<file path="src/rtl/page_dram_ctrl.sv">
// page_dram_ctrl
//   Sequencer between a single-outstanding byte requester and a 16x16x8
//   page-mode DRAM array. One row is kept open between requests. A same-row
//   request goes straight to the access cycle. A row miss first closes the
//   page (PRE) and then opens the new row (ACT). A periodic refresh closes
//   the page and leaves the controller in IDLE.
//
// Ports
//   i_clk, i_rst        clock, synchronous active-high reset
//   i_req_*             request: valid, we, row, col, wdata
//   o_req_ready         request can be accepted this cycle
//   o_rsp_valid         one-cycle read-data pulse
//   o_rsp_rdata         last read data, held until the next read response
//   o_dram_*            DRAM cs/we/row/col/wdata
//   i_dram_rdata        DRAM data_out
//   o_page_open         a row is open
//   o_open_row          the open row (meaningful when o_page_open)
//
// All outputs are registered. Every output value is computed together with
// the state it belongs to, so each output lines up with its state cycle.
module page_dram_ctrl #(
  parameter int T_RCD  = 2,
  parameter int T_RP   = 2,
  parameter int T_RFC  = 4,
  parameter int T_REFI = 64
) (
  input  logic       i_clk,
  input  logic       i_rst,
  input  logic       i_req_valid,
  input  logic       i_req_we,
  input  logic [3:0] i_req_row,
  input  logic [3:0] i_req_col,
  input  logic [7:0] i_req_wdata,
  output logic       o_req_ready,
  output logic       o_rsp_valid,
  output logic [7:0] o_rsp_rdata,
  output logic       o_dram_cs,
  output logic       o_dram_we,
  output logic [3:0] o_dram_row,
  output logic [3:0] o_dram_col,
  output logic [7:0] o_dram_wdata,
  input  logic [7:0] i_dram_rdata,
  output logic       o_page_open,
  output logic [3:0] o_open_row
);

  localparam int WMAX = (T_RCD > T_RP) ? ((T_RCD > T_RFC) ? T_RCD : T_RFC)
                                       : ((T_RP  > T_RFC) ? T_RP  : T_RFC);
  localparam int WW   = $clog2(WMAX + 1);
  localparam int RW   = $clog2(T_REFI);

  typedef enum logic [2:0] {
    S_IDLE, S_OPEN, S_PRE, S_ACT, S_ACC, S_RDCAP, S_REF
  } state_t;

  state_t          r_state;
  logic [WW-1:0]   r_wait;
  logic [RW-1:0]   r_ref_cnt;
  logic            r_ref_pend;
  logic            r_pre_ref;   // current PRE leads into REF instead of ACT
  logic            r_we;
  logic [3:0]      r_row;
  logic [3:0]      r_col;
  logic [7:0]      r_wdata;

  logic w_accept;
  logic w_wrap;
  logic w_wait_done;
  logic w_enter_ref;
  logic w_pend_nx;

  // o_req_ready is only ever 1 in IDLE/OPEN with no refresh pending, so the
  // registered ready is a complete acceptance qualifier.
  assign w_accept    = i_req_valid && o_req_ready;
  assign w_wrap      = (r_ref_cnt == RW'(T_REFI - 1));
  assign w_wait_done = (r_wait == '0);
  assign w_enter_ref = (r_state == S_IDLE && r_ref_pend) ||
                       (r_state == S_PRE && r_pre_ref && w_wait_done);
  // Pending value seen in the next cycle on paths that do not enter REF;
  // a wrap while already pending is simply absorbed.
  assign w_pend_nx   = r_ref_pend || w_wrap;

  always_ff @(posedge i_clk) begin
    if (i_rst) begin
      r_state      <= S_IDLE;
      r_wait       <= '0;
      r_ref_cnt    <= '0;
      r_ref_pend   <= 1'b0;
      r_pre_ref    <= 1'b0;
      r_we         <= 1'b0;
      r_row        <= '0;
      r_col        <= '0;
      r_wdata      <= '0;
      o_req_ready  <= 1'b0;
      o_rsp_valid  <= 1'b0;
      o_rsp_rdata  <= '0;
      o_dram_cs    <= 1'b0;
      o_dram_we    <= 1'b0;
      o_dram_row   <= '0;
      o_dram_col   <= '0;
      o_dram_wdata <= '0;
      o_page_open  <= 1'b0;
      o_open_row   <= '0;
    end else begin
      r_ref_cnt <= w_wrap ? '0 : r_ref_cnt + 1'b1;
      if (w_enter_ref)
        r_ref_pend <= 1'b0;
      else if (w_wrap)
        r_ref_pend <= 1'b1;

      // Pulses and strobes default low; address/data outputs hold.
      o_req_ready <= 1'b0;
      o_rsp_valid <= 1'b0;
      o_dram_cs   <= 1'b0;
      o_dram_we   <= 1'b0;

      case (r_state)
        S_IDLE: begin
          if (r_ref_pend) begin
            r_state <= S_REF;
            r_wait  <= WW'(T_RFC - 1);
          end else if (w_accept) begin
            r_we    <= i_req_we;
            r_row   <= i_req_row;
            r_col   <= i_req_col;
            r_wdata <= i_req_wdata;
            r_state <= S_ACT;
            r_wait  <= WW'(T_RCD - 1);
          end else begin
            o_req_ready <= !w_pend_nx;
          end
        end

        S_OPEN: begin
          if (r_ref_pend) begin
            r_state     <= S_PRE;
            r_pre_ref   <= 1'b1;
            r_wait      <= WW'(T_RP - 1);
            o_page_open <= 1'b0;
          end else if (w_accept) begin
            r_we    <= i_req_we;
            r_row   <= i_req_row;
            r_col   <= i_req_col;
            r_wdata <= i_req_wdata;
            if (i_req_row == o_open_row) begin
              r_state      <= S_ACC;
              o_dram_cs    <= 1'b1;
              o_dram_we    <= i_req_we;
              o_dram_row   <= i_req_row;
              o_dram_col   <= i_req_col;
              o_dram_wdata <= i_req_wdata;
            end else begin
              r_state     <= S_PRE;
              r_pre_ref   <= 1'b0;
              r_wait      <= WW'(T_RP - 1);
              o_page_open <= 1'b0;
            end
          end else begin
            o_req_ready <= !w_pend_nx;
          end
        end

        S_PRE: begin
          if (w_wait_done) begin
            if (r_pre_ref) begin
              r_state <= S_REF;
              r_wait  <= WW'(T_RFC - 1);
            end else begin
              r_state <= S_ACT;
              r_wait  <= WW'(T_RCD - 1);
            end
          end else begin
            r_wait <= r_wait - 1'b1;
          end
        end

        S_ACT: begin
          if (w_wait_done) begin
            r_state      <= S_ACC;
            o_page_open  <= 1'b1;
            o_open_row   <= r_row;
            o_dram_cs    <= 1'b1;
            o_dram_we    <= r_we;
            o_dram_row   <= r_row;
            o_dram_col   <= r_col;
            o_dram_wdata <= r_wdata;
          end else begin
            r_wait <= r_wait - 1'b1;
          end
        end

        S_ACC: begin
          if (r_we) begin
            r_state     <= S_OPEN;
            o_req_ready <= !w_pend_nx;
          end else begin
            // Keep the read selected for the capture cycle; address holds.
            r_state   <= S_RDCAP;
            o_dram_cs <= 1'b1;
          end
        end

        S_RDCAP: begin
          o_rsp_rdata <= i_dram_rdata;
          o_rsp_valid <= 1'b1;
          r_state     <= S_OPEN;
          o_req_ready <= !w_pend_nx;
        end

        S_REF: begin
          if (w_wait_done) begin
            r_state     <= S_IDLE;
            o_req_ready <= !w_pend_nx;
          end else begin
            r_wait <= r_wait - 1'b1;
          end
        end

        default: r_state <= S_IDLE;
      endcase
    end
  end

endmodule

</file>
<file path="config.mk">
export PLATFORM = sky130hd
export DESIGN_NAME = page_dram_ctrl
export DESIGN_NICKNAME = d
export VERILOG_FILES = /design/src/rtl/page_dram_ctrl.sv
export SDC_FILE = /design/constraint.sdc
export NUM_CORES = 1
export LEC_CHECK = 0
export ABC_AREA = 1
export BUFFER_PORTS_ARGS = -buffer_cell sky130_fd_sc_hd__buf_2
export CAP_MARGIN = 10
export CORE_UTILIZATION = 55
export DETAILED_ROUTE_END_ITERATION = 7
export PLACE_DENSITY_LB_ADDON = 0.05
export SYNTH_ARGS = -nofsm -noshare
export SYNTH_HDL_FRONTEND = slang
export SYNTH_SLANG_ARGS = --single-unit
</file>
<file path="constraint.sdc">
create_clock -name i_clk -period 3.9 [get_ports i_clk]
set_clock_uncertainty 0.05 [all_clocks]
set_input_delay 0.78 -clock i_clk [delete_from_list [all_inputs] [get_ports i_clk]]
set_output_delay 0.78 -clock i_clk [all_outputs]
set_load 0.02 [all_outputs]
</file>
# --- After elaboration in Yosys (flattened, before gate mapping) ---
# Index checks and enable logic that the tools add are counted.
# Widths: inputs -> output; s select.
totals:
  regBits: 64
  inputBits: 28
  output_inout_bits: 33
classes:
  add_sub_neg: 2
  eq_ne: 19
  mux: 58
  bitwise_logic: 1
  n_reduce_logical: 23
ops:
  columns: ["op", "n"]
  rows:
  - ["$mux 3", 17]
  - ["$mux 4", 8]
  - ["$mux 8", 4]
  - ["$pmux 3 s7", 1]
  - ["$mux 1", 19]
  - ["$ne 2x2->1 const B", 8]
  - ["$pmux 4 s2", 2]
  - ["$pmux 8 s2", 1]
  - ["$reduce_and 5->1", 3]
  - ["$pmux 3 s4", 1]
  - ["$eq 3x3->1 const B", 3]
  - ["$ne 3x3->1 const B", 3]
  - ["$reduce_or 2->1", 4]
  - ["$add 6x1->6 const B", 1]
  - ["$eq 3x2->1 const B", 2]
  - ["$eq 6x6->1 const B", 1]
  - ["$logic_not 3->1", 2]
  - ["$reduce_and 3->1", 2]
  - ["$eq 4x4->1", 1]
  - ["$logic_and 1x1->1", 4]
  - ["$pmux 1 s2", 2]
  - ["$pmux 1 s4", 1]
  - ["$reduce_and 4->1", 1]
  - ["$reduce_bool 2->1", 2]
  - ["9 further kinds", 10]

# --- Logic depth before layout (Yosys ltp) ---
depth:
  depth_word: 6
  depth_mapped: 11
  mapped_depth_nobuf: 10

# --- Worst setup path before layout ---
# No wires, ideal clock.
synth_timing:
  path_type: "input port to flip-flop"
  start: "input port i_req_row[1]"
  end: "register o_dram_row[1]"
  setup_ns: 0.113
  arrival_time_ns: 1.621
  required_time_ns: 3.737
  setup_slack_ns: 2.116
  cell_stages: 10
  path_cell_list: "inv_1 nand2_1 nand2_1 nor2_4 nand2_1 nand2_4 nand2_8 buf_6 o21ai_1 nor2_1"
synth_between:
  elab_chain_len: 4
  word_cells_on_any_way: 7
synth_lines:
  columns: ["element", "line", "rtl"]
  rows:
  - ["start: declaration", "31", "input logic [3:0] i_req_row,"]
  - ["$mux 4", "145", "if (i_req_row == o_open_row) begin"]
  - ["$mux 4", "140", "end else if (w_accept) begin"]
  - ["$mux 4", "135", "if (r_ref_pend) begin"]
  - ["$pmux 4 s2", "117", "case (r_state)"]
  - ["end signal: assignment", "149", "o_dram_row <= i_req_row;"]
  - ["end signal: assignment", "184", "o_dram_row <= r_row;"]
  - ["end: declaration", "39", "output logic [3:0] o_dram_row,"]
# Several ways; a longest one is shown, not always the timed one. The select of a mux whose other input is x is not followed.
# A chain may end at the register's enable or synchronous reset.

# --- Worst setup path after layout ---
layout_timing:
  start: "register r_state[1]"
  end: "register r_state[0]"
layout_between:
  elab_chain_len: 3
  word_cells_on_any_way: 14
layout_lines:
  columns: ["element", "line", "rtl"]
  rows:
  - ["start: declaration", "56", "state_t r_state;"]
  - ["start signal: assignment", "85", "r_state <= S_IDLE;"]
  - ["start signal: assignment", "120", "r_state <= S_REF;"]
  - ["start signal: assignment", "127", "r_state <= S_ACT;"]
  - ["$eq 3x1->1, or another cell as far along", "117", null]
  - ["$ne 3x3->1 (no line) / $ne 2x2->1 (equally long branches)", null, null]
  - ["$reduce_and 5->1 (no line)", null, null]
# Several ways; a longest one is shown, not always the timed one.

==> flow_summary_export.csv <==
group,metric,value,unit
detailed_routing,vias,2684,
placement,io_buffers,60,
critical_path,startpoint,"r_state[1]",
global_route,antenna_found_initial,0,
clocking,insertion_delay,0.34,ns
global_route,overflow,0,
synthesis,ys_warn_count,0,
clocking,cts_root_buf,"clkbuf_8",
detailed_routing,wl_met1,3030,um
power_and_ir_drop,p_switching,441,uW
critical_path,worstReg2RegEnd,"r_state[0]",
synthesis,synth_edf_count,0,
clocking,cts-hold-fix-buffers,0,
floorplan,fp.dieArea,5650,um^2
clocking,clock_path_buffers,2,
global_route,grt_max_degree,32,
floorplan,core_area,5140,um^2
clocking,ctsResizeCount,0,
final_layout,final_nets,494,
timing,setup_violations,0,
timing,rsz0062_at_grt,"no",
placement,gp_congestion,0.919,
global_route,grt_pass1_vias,2261,
detailed_routing,dr_wl_met2,2890,um
critical_path,path_max_fanout,11,
detailed_routing,wl_met3,341,um
clocking,htreeDepth,3,
power_and_ir_drop,vdd_ir_drop_max,303,uV
floorplan,die_y,75.2,um
global_route,grt.total_usage,24.8,%
detailed_routing,drc,0,
critical_path,reg2regPathDepth,5,
detailed_routing,viasPerCell,4.99,
global_route,grt_pass1_wl,10300,um
detailed_routing,routed.top_layer,"met4",
critical_path,reg2reg_setup_slack,1.95,ns
detailed_routing,wire_per_inst,11.9,um
final_layout,mostFrequentLayoutCell,"nand2_1",
power_and_ir_drop,p_int,1.07,mW
timing,relSlewSlack,65.4,%
power_and_ir_drop,comb_power_share,16.0,%
synthesis,synth_area,2940,um^2
timing,layout_setup_ws,1.95,ns
detailed_routing,dr.first_iter.drc_count,203,
synthesis,synth_ff_type,"dfxtp_1",
floorplan,initial_utilization,57.3,%
placement,place_worst_setup_slack,1.73,ns
synthesis,synthCells,408,
placement,dp_hpwl,4490,um
detailed_routing,drtAntennaViolNets,0,
critical_path,cp.required,4.07,ns
min_path,hp-class,"reg2reg",
timing,fmax,0.513,GHz
power_and_ir_drop,seqPwrFrac,47.7,%
power_and_ir_drop,clockPowerShare,36.3,%
timing,report.final.hold_viol_count,0,
final_layout,synthToLayoutAreaGrowth,16.2,%
floorplan,pin_count,61,
power_and_ir_drop,switching_share,29.3,%
timing,finalCriticalPeriod,1.95,ns
final_layout,insertedDiodeCount,0,
critical_path,path_class,"reg2reg",
critical_path,cp-end-kind,"flop",
critical_path,r2r_start,"r_state[1]",
floorplan,die_x,75.2,um
detailed_routing,drt_wl_total,6400,um
synthesis,syn_nets,439,
power_and_ir_drop,powerDensity,440,nW/um^2
power_and_ir_drop,power.leakage,1.56,nW
clocking,post_cts_buffers,0,
synthesis,seq_area_frac_synth,43.5,%
clocking,numCtsBuffers,9,
outcome,status,"finished, final reports clean",
synthesis,yosys_register_bits,64,
critical_path,startpoint_type,"flop",
critical_path,cpPeakStageDelay,0.55,ns
timing,finalSetupTns,0,ns
final_layout,drive_above_1_share,23.5,%
critical_path,crit_slowest_cell,"dfxtp_1",
critical_path,crit_arrival,2.12,ns
timing,maxSlewViolCount,0,
final_layout,multi_input_comb_area,1410,um^2
job,drv_cap,0,
detailed_routing,drtPass1Iterations,4,
timing,fin_crit_sh,50.0,%
synthesis,async_flop_share,0,%
clocking,clkSinkCount,64,
final_layout,final_cell_mix,"nand2_1 (78), nor2_1 (73), dfxtp_1 (64)",
critical_path,endpoint,"r_state[0]",
final_layout,fillCellCount,492,
floorplan,rows,26,
synthesis,avgSynthCellArea,7.22,um^2
critical_path,worstPathCellList,"inv_4 -> nand2_1 -> clkinv_1 -> nor4_1 -> a21oi_1",
clocking,path_clk_slew,0.07,ns
timing,worstMarginPinSlew,0.513,ns
clocking,cts_tree,"yes",
synthesis,synth.distinct_cells,35,
final_layout,regArea,1280,um^2
==> routing by layer <==
layer  global-route usage [%]  up-vias
met4                     12.1        0
met5                        0        -
met1                     32.3     1180
met3                     7.10       15
met2                     37.6       70
li1                         -     1419
==> area by class of cell <==
class	count	area share (%)
clock inverter	6	1.76
clock buffer	10	3.73
tap	70	2.56
timing repair buffer	61	9.00
inverter	37	4.35
sequential	64	37.5
multi-input combinational	290	41.1
==> worst max-delay path, delay by kind of cell, from the launching register on <==
family	cells	cell delay, ns
flops	1	0.55
compound gates	1	0.10
buf+inv	2	0.45
simple gates	2	0.68
==> how the worst min path moves through the flow <==
stage                     cells past startpoint          from  slack [ns]           end
after floorplan                               1  r_ref_cnt[0]        0.37  r_ref_cnt[0]
after global placement                        2    r_wdata[4]        0.38    r_wdata[4]
after detailed placement                      2    r_wdata[1]        0.39    r_wdata[1]
after CTS                                     2    r_wdata[1]        0.40    r_wdata[1]
after global routing                          1  r_ref_cnt[0]        0.42  r_ref_cnt[0]
final                                         2    r_wdata[1]        0.40    r_wdata[1]
==> stage by stage <==
stage	instance area, um^2	utilization (%)	power [mW]	std cells	hold slack [ns]
floorplan	2940	-	0.920	408	0.368
global placement	3230	62.9	0.967	522	0.382
detailed placement	3230	62.9	0.972	522	0.391
CTS	3420	66.6	1.51	538	0.403
global route	3420	66.6	1.59	538	0.422
finish	3420	66.6	1.51	538	0.397
==> registers in the layout, indices dropped and copies added, names as in the netlist, 3 cells and up <==
| name | count |
|---|---|
| r_col | 4 |
| o_dram_col | 4 |
| r_wdata | 8 |
| r_ref_cnt | 6 |
| o_open_row | 4 |
| o_dram_row | 4 |
| o_dram_wdata | 8 |
| r_wait | 3 |
| r_state | 3 |
| o_rsp_rdata | 8 |
| r_row | 4 |
==> cells by family (layout without fill, tap and decap cells) <==
family / count (synthesis) / after routing / share of synthesized area, %
AND/OR/NAND/NOR: 194 / 194 / 30.2
AO/OA/AOI/OAI: 92 / 92 / 16.0
flip-flops: 64 / 64 / 43.5
buffers and inverters: 54 / 114 / 8.67
adder cells (fa/ha/maj): 3 / 3 / 1.28
XOR/XNOR: 1 / 1 / 0.298
==> synth_stat cells, types with 2 or more instances <==
cell / n / share of area (%)
a21oi_1: 28 / 4.8
buf_2: 4 / 0.68
buf_4: 3 / 0.76
buf_6: 2 / 0.76
clkbuf_1: 7 / 0.89
dfxtp_1: 64 / 44
ha_1: 3 / 1.3
inv_1: 27 / 3.4
inv_2: 6 / 0.76
inv_4: 2 / 0.42
nand2_1: 78 / 9.9
nand2_2: 2 / 0.42
nand2_4: 2 / 0.76
nand3_1: 12 / 2.0
nor2_1: 73 / 9.3
nor2_2: 13 / 2.8
nor2_4: 3 / 1.1
nor3_1: 3 / 0.51
nor4_1: 2 / 0.42
o21ai_0: 48 / 8.2
o21ai_1: 12 / 2.0
==> power groups by stage <==
stage                     Combinational [mW]  Sequential (mW)  Clock (mW)
after floorplan                        0.184            0.736           0
after global placement                 0.236            0.732           0
after detailed placement               0.240            0.732           0
after CTS                              0.241            0.718       0.556
after global routing                   0.273            0.723       0.589
final                                  0.242            0.719       0.546
Power figures use the tool's default switching activity.
